File: src/rtl/receiver_deframer_pkg.sv
// receiver_pkg: shared widths, frame field positions and FSM states for the receive deframer
package receiver_pkg;
  localparam int FRAMED_TOTAL_WIDTH = 512;
  localparam int MSG_WIDTH = 488;
  localparam int FRAMER_CNTR_WIDTH = 16;
  localparam int FRAMER_AUTH_WIDTH = 8;
  localparam int MSG_LSB = 24;
  localparam int CNTR_LSB = 8;
  localparam int TAG_LSB = 0;
  typedef enum logic [1:0] {IDLE, CHECK, OUT} state_t;
endpackage

File: src/rtl/receiver_deframer_tag_calc.sv
// frame_tag_calc: byte-wise XOR reduction of the tag-covered frame bits
module frame_tag_calc #(
  parameter int W = 504
) (
  input  logic [W-1:0] data,
  output logic [7:0]   tag
);
  always_comb begin
    tag = '0;
    for (int i = 0; i < W / 8; i++) tag ^= data[i*8 +: 8];
  end
endmodule

File: src/rtl/receiver_deframer.sv
// receiver_deframer: checks tag and sequence counter of decrypted frames, forwards good messages, drops and counts bad ones
module receiver_deframer
  import receiver_pkg::*;
#(
  parameter int FRAMED_TOTAL_WIDTH = 512,
  parameter int MSG_WIDTH = 488,
  parameter int FRAMER_CNTR_WIDTH = 16,
  parameter int FRAMER_AUTH_WIDTH = 8
) (
  input  logic                          clk,
  input  logic                          resetN,
  input  logic                          in_valid,
  output logic                          in_ready,
  input  logic [FRAMED_TOTAL_WIDTH-1:0] in_data,
  output logic                          out_valid,
  input  logic                          out_ready,
  output logic [MSG_WIDTH-1:0]          out_data,
  output logic                          auth_err,
  output logic                          replay_err,
  output logic [FRAMER_CNTR_WIDTH-1:0]  expected_cntr,
  output logic [15:0]                   drop_count
);
  state_t state;
  logic [FRAMED_TOTAL_WIDTH-1:0] frame_reg;
  logic [FRAMER_AUTH_WIDTH-1:0] calc_tag;
  logic tag_ok, cntr_ok;
  logic [15:0] drop_next;
  frame_tag_calc #(.W(FRAMED_TOTAL_WIDTH - CNTR_LSB)) u_tag (
    .data(frame_reg[FRAMED_TOTAL_WIDTH-1:CNTR_LSB]),
    .tag (calc_tag)
  );
  assign tag_ok = calc_tag == frame_reg[TAG_LSB +: FRAMER_AUTH_WIDTH];
  assign cntr_ok = frame_reg[CNTR_LSB +: FRAMER_CNTR_WIDTH] == expected_cntr;
  assign drop_next = drop_count == 16'hFFFF ? drop_count : drop_count + 16'd1;
  assign in_ready = state == IDLE;
  // Tag is judged first; the counter only matters once the tag is trusted
  always_ff @(posedge clk or negedge resetN) begin
    if (!resetN) begin
      state <= IDLE;
      frame_reg <= '0;
      expected_cntr <= '0;
      drop_count <= '0;
      out_valid <= 1'b0;
      out_data <= '0;
      auth_err <= 1'b0;
      replay_err <= 1'b0;
    end else begin
      auth_err <= 1'b0;
      replay_err <= 1'b0;
      case (state)
        IDLE: if (in_valid) begin
          frame_reg <= in_data;
          state <= CHECK;
        end
        CHECK: begin
          state <= IDLE;
          if (!tag_ok) begin
            auth_err <= 1'b1;
            drop_count <= drop_next;
          end else if (!cntr_ok) begin
            replay_err <= 1'b1;
            drop_count <= drop_next;
          end else begin
            out_data <= frame_reg[MSG_LSB +: MSG_WIDTH];
            out_valid <= 1'b1;
            expected_cntr <= expected_cntr + FRAMER_CNTR_WIDTH'(1);
            state <= OUT;
          end
        end
        OUT: if (out_ready) begin
          out_valid <= 1'b0;
          state <= IDLE;
        end
        default: state <= IDLE;
      endcase
    end
  end
endmodule

File: config.mk
export PLATFORM = sky130hd
export DESIGN_NAME = receiver_deframer
export DESIGN_NICKNAME = d
export VERILOG_FILES = /design/src/rtl/receiver_deframer_pkg.sv /design/src/rtl/receiver_deframer_tag_calc.sv /design/src/rtl/receiver_deframer.sv
export SDC_FILE = /design/constraint.sdc
export NUM_CORES = 1
export LEC_CHECK = 0
export CAP_MARGIN = 20
export CORE_AREA = 5 5 398 400
export DETAILED_ROUTE_END_ITERATION = 12
export DIE_AREA = 0 0 403 405
export SLEW_MARGIN = 15
export SYNTH_ARGS = -nofsm -noshare
export SYNTH_HDL_FRONTEND = slang
export SYNTH_SLANG_ARGS = --single-unit
File: constraint.sdc
create_clock -name clk -period 2.8 [get_ports clk]
set_input_delay 0.28 -clock clk [delete_from_list [all_inputs] [get_ports clk]]
set_output_delay 0.28 -clock clk [all_outputs]
set_load 0.1 [all_outputs]
==> results of run 1 <==
[critical path, stage by stage, from the launching register on]
cell and delay [ns]:
dfrtp_1 0.43, xnor2_1 0.17, xnor2_1 0.28, buf_4 0.18
xnor2_2 0.13, xnor2_1 0.14, buf_4 0.20, xnor2_2 0.14
xnor2_1 0.10, nor4_2 0.30, nand4_1 0.16, buf_6 0.18
buf_12 0.16, buf_16 0.23, mux2_2 0.31
[metrics by stage]
stage | std cells | utilization, %
2_1_floorplan | 2792 | -
3_3_place_gp | 6398 | 38.4
3_5_place_dp | 6398 | 38.4
4_1_cts | 6618 | 41.4
5_1_grt | 6649 | 42.0
6_report | 6660 | 42.0
[synthesized netlist by cell type, types with 2 or more instances]
cell type	number	area (sq um)
nor2_1	7	26.3
nor3_1	11	55.1
nor4_2	3	37.5
and3_1	6	37.5
ha_1	2	25.0
buf_1	10	37.5
nand3_1	16	80.1
xor2_1	81	709
xnor2_1	469	4110
nor4_1	9	56.3
nand4_1	8	50.1
nor2b_1	2	12.5
dfrtp_1	1037	25900
mux2_2	1002	11300
clkbuf_1	83	312
and2_1	2	12.5
buf_2	22	110
inv_1	5	18.8
nand2_1	8	30.0
[cell type report]
cell class                      count  share of cell area, %
Sequential cell                  1037                   39.9
Tap cell                         2058                   3.96
Inverter                            5                 0.0288
Antenna cell                       29                  0.112
Timing Repair Buffer             1687                   22.9
Multi-Input combinational cell   1634                   27.2
Clock inverter                     35                  0.696
Clock buffer                      175                   5.23
[per-layer routing]
layer / track usage [%] / vias up / routed length, microns
li1: - / 13100 / -
met3: 6.49 / 323 / 12400
met5: 0.833 / - / 510
met1: 23.2 / 14800 / 65300
met4: 9.72 / 54 / 8450
met2: 32.5 / 835 / 81400
[placed cells by master (no fill, tap or decap), drive strengths merged, types with 10 or more instances in the layout]
| master | count |
|---|---|
| buf | 1160 |
| clkbuf | 185 |
| clkdlybuf4s50 | 514 |
| clkinv | 23 |
| dfrtp | 1037 |
| diode | 29 |
| inv | 10 |
| mux2 | 1002 |
| nand3 | 16 |
| nor3 | 11 |
| nor4 | 12 |
| xnor2 | 469 |
| xor2 | 81 |
[cells by family after synthesis]
kind of cell,count (synthesis),share of synthesized area (%)
simple gates,77,1.02
mux,1002,26.2
fa+ha+maj,2,0.0582
xor+xnor,550,11.2
flops,1037,60.3
compound gates,3,0.0494
buf+inv,121,1.13
[power by group through the flow]
stage	logic [W]	clock network (W)	registers, W
2_1_floorplan	0.00825	0	0.0177
3_3_place_gp	0.0183	0	0.0174
3_5_place_dp	0.0183	0	0.0175
4_1_cts	0.0201	0.0160	0.0172
5_1_grt	0.0225	0.0165	0.0174
6_report	0.0211	0.0155	0.0173
[how the worst min path moves through the flow]
stage | depth (start not counted) | slack, ns | to | start
2_1_floorplan | 0 | -0.02 | auth_err | resetN
3_5_place_dp | 1 | 0.19 | out_data[252] | resetN
4_1_cts | 2 | 0.05 | frame_reg[375] | in_data[375]
6_report | 2 | 0.14 | frame_reg[375] | in_data[375]
3_3_place_gp | 1 | 0.19 | out_data[252] | resetN
5_1_grt | 2 | 0.09 | frame_reg[219] | in_data[219]
[timing repair]
action                                 4_1_cts  5_1_grt
buffers inserted                             3        3
endpoints found under the hold margin      465        0
gates cloned                                 4       12
resized for setup                           97       78
setup endpoints to repair                  524      524
hold buffers                                 3        0
pin swaps                                   14       13
==> results.yml, run 1 <==
layout:
  largest_register_ffs: 512
  nFillCells: 14500
  nets: 4998
  regArea_sq_um: 26000
  drive_gt1_share_pct: 54.6
  final_cell_area_sq_um: 65100
  multiInputGateArea_sq_um: 17700
  area_growth_pct: 51.3
worst_setup_path:
  crit-reg2reg-launch: "frame_reg[420]"
  r2r_setup_slack_ns: -0.56
  worstReg2RegEnd: "out_data[48]"
  ff2ff_path_depth: 14
  crit_start: "frame_reg[420]"
  path_class: "flop to flop"
  critPathCapture: "out_data[48]"
  worstSetupStartpointType: "flop"
  cp_max_fo: 38
  required_ns: 3.39
  endpoint_kind: "flop"
  critical_path_arrival_ns: 3.96
clocking:
  clkSinkCount: 1037
  clk_pin_slew_worst_paths_ns: 0.06
  h-tree-depth: 3
  cts_tree: "yes"
  cts_buffers: 115
  clock_path_buffers: 3
  worstSkewPairLatency_ns: 0.75
  root_buffer: "clkbuf_16"
floorplan:
  start_util_pct: 27.8
  rows: 145
  die_area_sq_um: 163000
  ioPinCount: 1040
  core-area_sq_um: 155000
  die_x_microns: 403
  die_y_microns: 405
timing:
  worst_slack_ns: -0.561
  finalHoldViolCount: 0
  skew_ns: 0.0531
  setup_viol: 521
  hold_slack_ns: 0.140
  slew_violations: 0
  post-route-period-util_pct: 120
  tns_ns: -245.08
  tightest_slew_ns: 0.583
  rsz0062_at_grt: "yes"
  final.min_clock_period_ns: 3.36
  relSlewSlack_pct: 61.1
  max_freq_mhz: 298
global_route:
  grt_overflow: 0
  grt_pass1_vias: 31100
  antenna_found_initial: 70
  grt_usage_pct: 19.8
  grt_max_degree: 98
  grt_first_pass_wirelength_mm: 230
drt:
  drtIter0Drc: 1246
  drc: 0
  routed_wl_mm: 168
  detailroute.via_count: 29100
  viasPerCell: 4.36
  drtPass1Iterations: 4
  postRouteAntennaNets: 0
  wl_per_cell_microns: 25.2
power_and_ir_drop:
  internal_power_w: 0.0364
  seqPwrFrac_pct: 32.0
  ir_drop_uv: 1230
  pwr-share-clk_pct: 28.8
  leakagePower_nw: 30.8
  p_switching_w: 0.0174
  finalPower_w: 0.0539
  power_density_nw_per_um2: 828
  p_comb_share_pct: 39.2
  swShare_pct: 32.3
yosys:
  yosys_warnings: 0
  avgSynthCellArea_sq_um: 15.4
  synth_fp_nets: 3310
  synth-seq-area-share_pct: 60.3
  ys_async_sr_fraction_pct: 100
  ys_dominant_reg_cell: "dfrtp_1"
  synth-edff-count: 0
  syn_area_sq_um: 43000
  yosys_register_bits: 1037
  netlist_instances: 2792
  synthDistinctLibCells: 28
run:
  max_cap_violations: 0
status:
  violations: "negative setup slack"
  status: "finished, violations left"
place:
  io_buffers: 1039
  dpl_worst_slack_ns: -1.21
  dp_hpwl_mm: 131
  gp_congestion: 0.825
  place_area_sq_um: 59400
min_path:
  min_path_type: "primary input to flop"
Note: power is estimated with default switching activity, not from simulation.
==> run 2, diff against run 1 <==
Settings changed: MAX_ROUTING_LAYER from default to met4.
==> run 2 against run 1 <==
Compared with the run above:
- the run still ends with negative setup slack left
- via count fell by 0.14%
- sequential power barely moved
- clock-buffer cell count did not move
- non-clock buffer count fell by 9
- power fell by 2.7%
- first-iteration DRC count rose by 4.0%
- cell count rose by 0.29%
- wire length fell by 0.73%
- sequential share of layout area rose by 0.27 points
==> results.yml, run 2 (synthesized netlist as in run 1, its figures left out) <==
clocking:
  clkSinkCount: 1037
  clk_pin_slew_worst_paths_ns: 0.06
  worstSkewPairLatency_ns: 0.75
  root_buffer: "clkbuf_16"
  cts_tree: "yes"
  clock_path_buffers: 3
  h-tree-depth: 3
  cts_buffers: 115
min_path:
  min-delay-start: "in_data[375]"
  hold_depth: 2
  min_path_type: "primary input to flop"
  whs_endpoint: "frame_reg[375]"
floorplan:
  die_x_microns: 403
  core-area_sq_um: 155000
  start_util_pct: 27.8
  rows: 145
  ioPinCount: 1040
  die_area_sq_um: 163000
  die_y_microns: 405
status:
  violations: "negative setup slack"
  status: "finished, violations left"
layout:
  stdcell_count: 6679
  drive_gt1_share_pct: 53.8
  nets: 4989
  multiInputGateArea_sq_um: 17400
  final_cell_mix: "1103 x buf_4, 1019 x dfrtp_1, 1002 x mux2_2, 514 x clkdlybuf4s50_1, 390 x xnor2_1"
  final_common_cell: "buf_4"
  regArea_sq_um: 26000
  nFillCells: 14600
  largest_register_ffs: 512
  final_cell_area_sq_um: 64600
  area_growth_pct: 50.2
worst_setup_path:
  worstSetupStartpointType: "flop"
  endpoint_kind: "flop"
  ff2ff_path_depth: 14
  crit_chain: "xnor2_1, xnor2_1, buf_4, xnor2_1, xnor2_2, xnor2_2, buf_4, xnor2_1, nor4_2, nand4_1, buf_6, buf_12, buf_16, mux2_2"
  path_class: "flop to flop"
  cpMaxStageDelayCell: "dfrtp_2"
  crit_family: "XOR/XNOR gates"
  crit_path_frequent_cell: "xnor2_1"
  r2r_setup_slack_ns: -0.56
  crit-reg2reg-launch: "frame_reg[139]"
  critical_path_arrival_ns: 3.95
  worstReg2RegEnd: "out_data[279]"
  worst-path-buf-inv: 5
  critPathMaxStageDelay_ns: 0.45
  cp_max_fo: 38
  crit_start: "frame_reg[139]"
  required_ns: 3.39
power_and_ir_drop:
  swShare_pct: 31.7
  leakagePower_nw: 30.5
  p_comb_share_pct: 37.5
  power_density_nw_per_um2: 811
  p_switching_w: 0.0166
  seqPwrFrac_pct: 32.9
  finalPower_w: 0.0524
  pwr-share-clk_pct: 29.6
  ir_drop_uv: 1030
  internal_power_w: 0.0358
drt:
  drc: 0
  wl_per_cell_microns: 25.0
  drt-met1-wl_mm: 66.4
  wl_met3_mm: 11.3
  detailroute.via_count: 29000
  viasPerCell: 4.34
  top_layer: "met4"
  routed_wl_mm: 167
  route.met2.wl_mm: 80.8
  drtPass1Iterations: 5
  drtIter0Drc: 1296
  postRouteAntennaNets: 0
place:
  place_area_sq_um: 59400
  dpl_worst_slack_ns: -1.21
  dp_hpwl_mm: 131
  io_buffers: 1039
  dp.cells: 6398
  gp_congestion: 0.837
global_route:
  grt_max_degree: 98
  grt_usage_pct: 20.4
  antenna_found_initial: 68
  grt_pass1_vias: 31100
  grt_overflow: 0
  grt_first_pass_wirelength_mm: 230
timing:
  rsz0062_at_grt: "yes"
  setup_viol: 522
  finalHoldViolCount: 0
  post-route-period-util_pct: 120
  worst_slack_ns: -0.557
  hold_slack_ns: 0.140
  tightest_slew_ns: 0.572
  skew_ns: 0.0549
  slew_violations: 0
  relSlewSlack_pct: 61.8
  final.min_clock_period_ns: 3.36
  max_freq_mhz: 298
run:
  max_cap_violations: 0
## run 2: changes by cell type in the layout (fill, tap and decap cells not counted), moves of 3 or more
cell / before / now
xnor2_1: 359 / 390
dfrtp_1: 1016 / 1019
diode_2: 29 / 57
xnor2_4: 12 / 7
clkbuf_16: 126 / 120
xnor2_2: 98 / 72
dfrtp_2: 21 / 18
## run 2: cell type report
cell class,instances,share of cell area [%]
inverter,5,0.0290
antenna,57,0.221
clock buffer,175,5.27
clock inverter,35,0.701
multi-input combinational,1634,26.9
timing repair buffer,1678,22.7
sequential,1037,40.2
tap,2058,3.99
## run 2: power groups by stage
stage                     clock network (W)  logic [W]  registers (W)
after global placement                    0     0.0183         0.0174
final                                0.0155     0.0197         0.0172
after detailed placement                  0     0.0183         0.0175
after floorplan                           0    0.00825         0.0177
after CTS                            0.0160     0.0201         0.0172
after global routing                 0.0165     0.0212         0.0174
## run 2: layer usage
layer | up-vias | global-route usage (%)
li1 | 13100 | -
met1 | 14800 | 23.6
met2 | 822 | 32.5
met3 | 271 | 6.11
met4 | 0 | 9.74
met5 | - | -
## run 2: how the worst max path moves through the flow
stage	endpoint	slack, ns	cells past startpoint
finish	out_data[279]	-0.56	14
global route	out_data[433]	-0.68	14
CTS	out_data[135]	-0.56	12
detailed placement	expected_cntr[10]	-1.21	12
global placement	expected_cntr[10]	-1.21	12
floorplan	expected_cntr[7]	0.01	9
## run 2: what timing repair did
item | CTS | global route
gates resized for setup | 97 | 33
cloned | 4 | 4
pin swaps | 14 | 3
hold buffers | 3 | 0
endpoints found under the hold margin | 465 | 0
setup buffers | 3 | 0
setup endpoints to repair | 524 | 524
## run 2: through the flow
stage                     util, %  TNS, ns
after floorplan                 -        0
after global placement       38.4  -578.71
after detailed placement     38.4  -586.77
after CTS                    41.4  -260.52
after global routing         41.7  -321.12
final                        41.7  -254.82
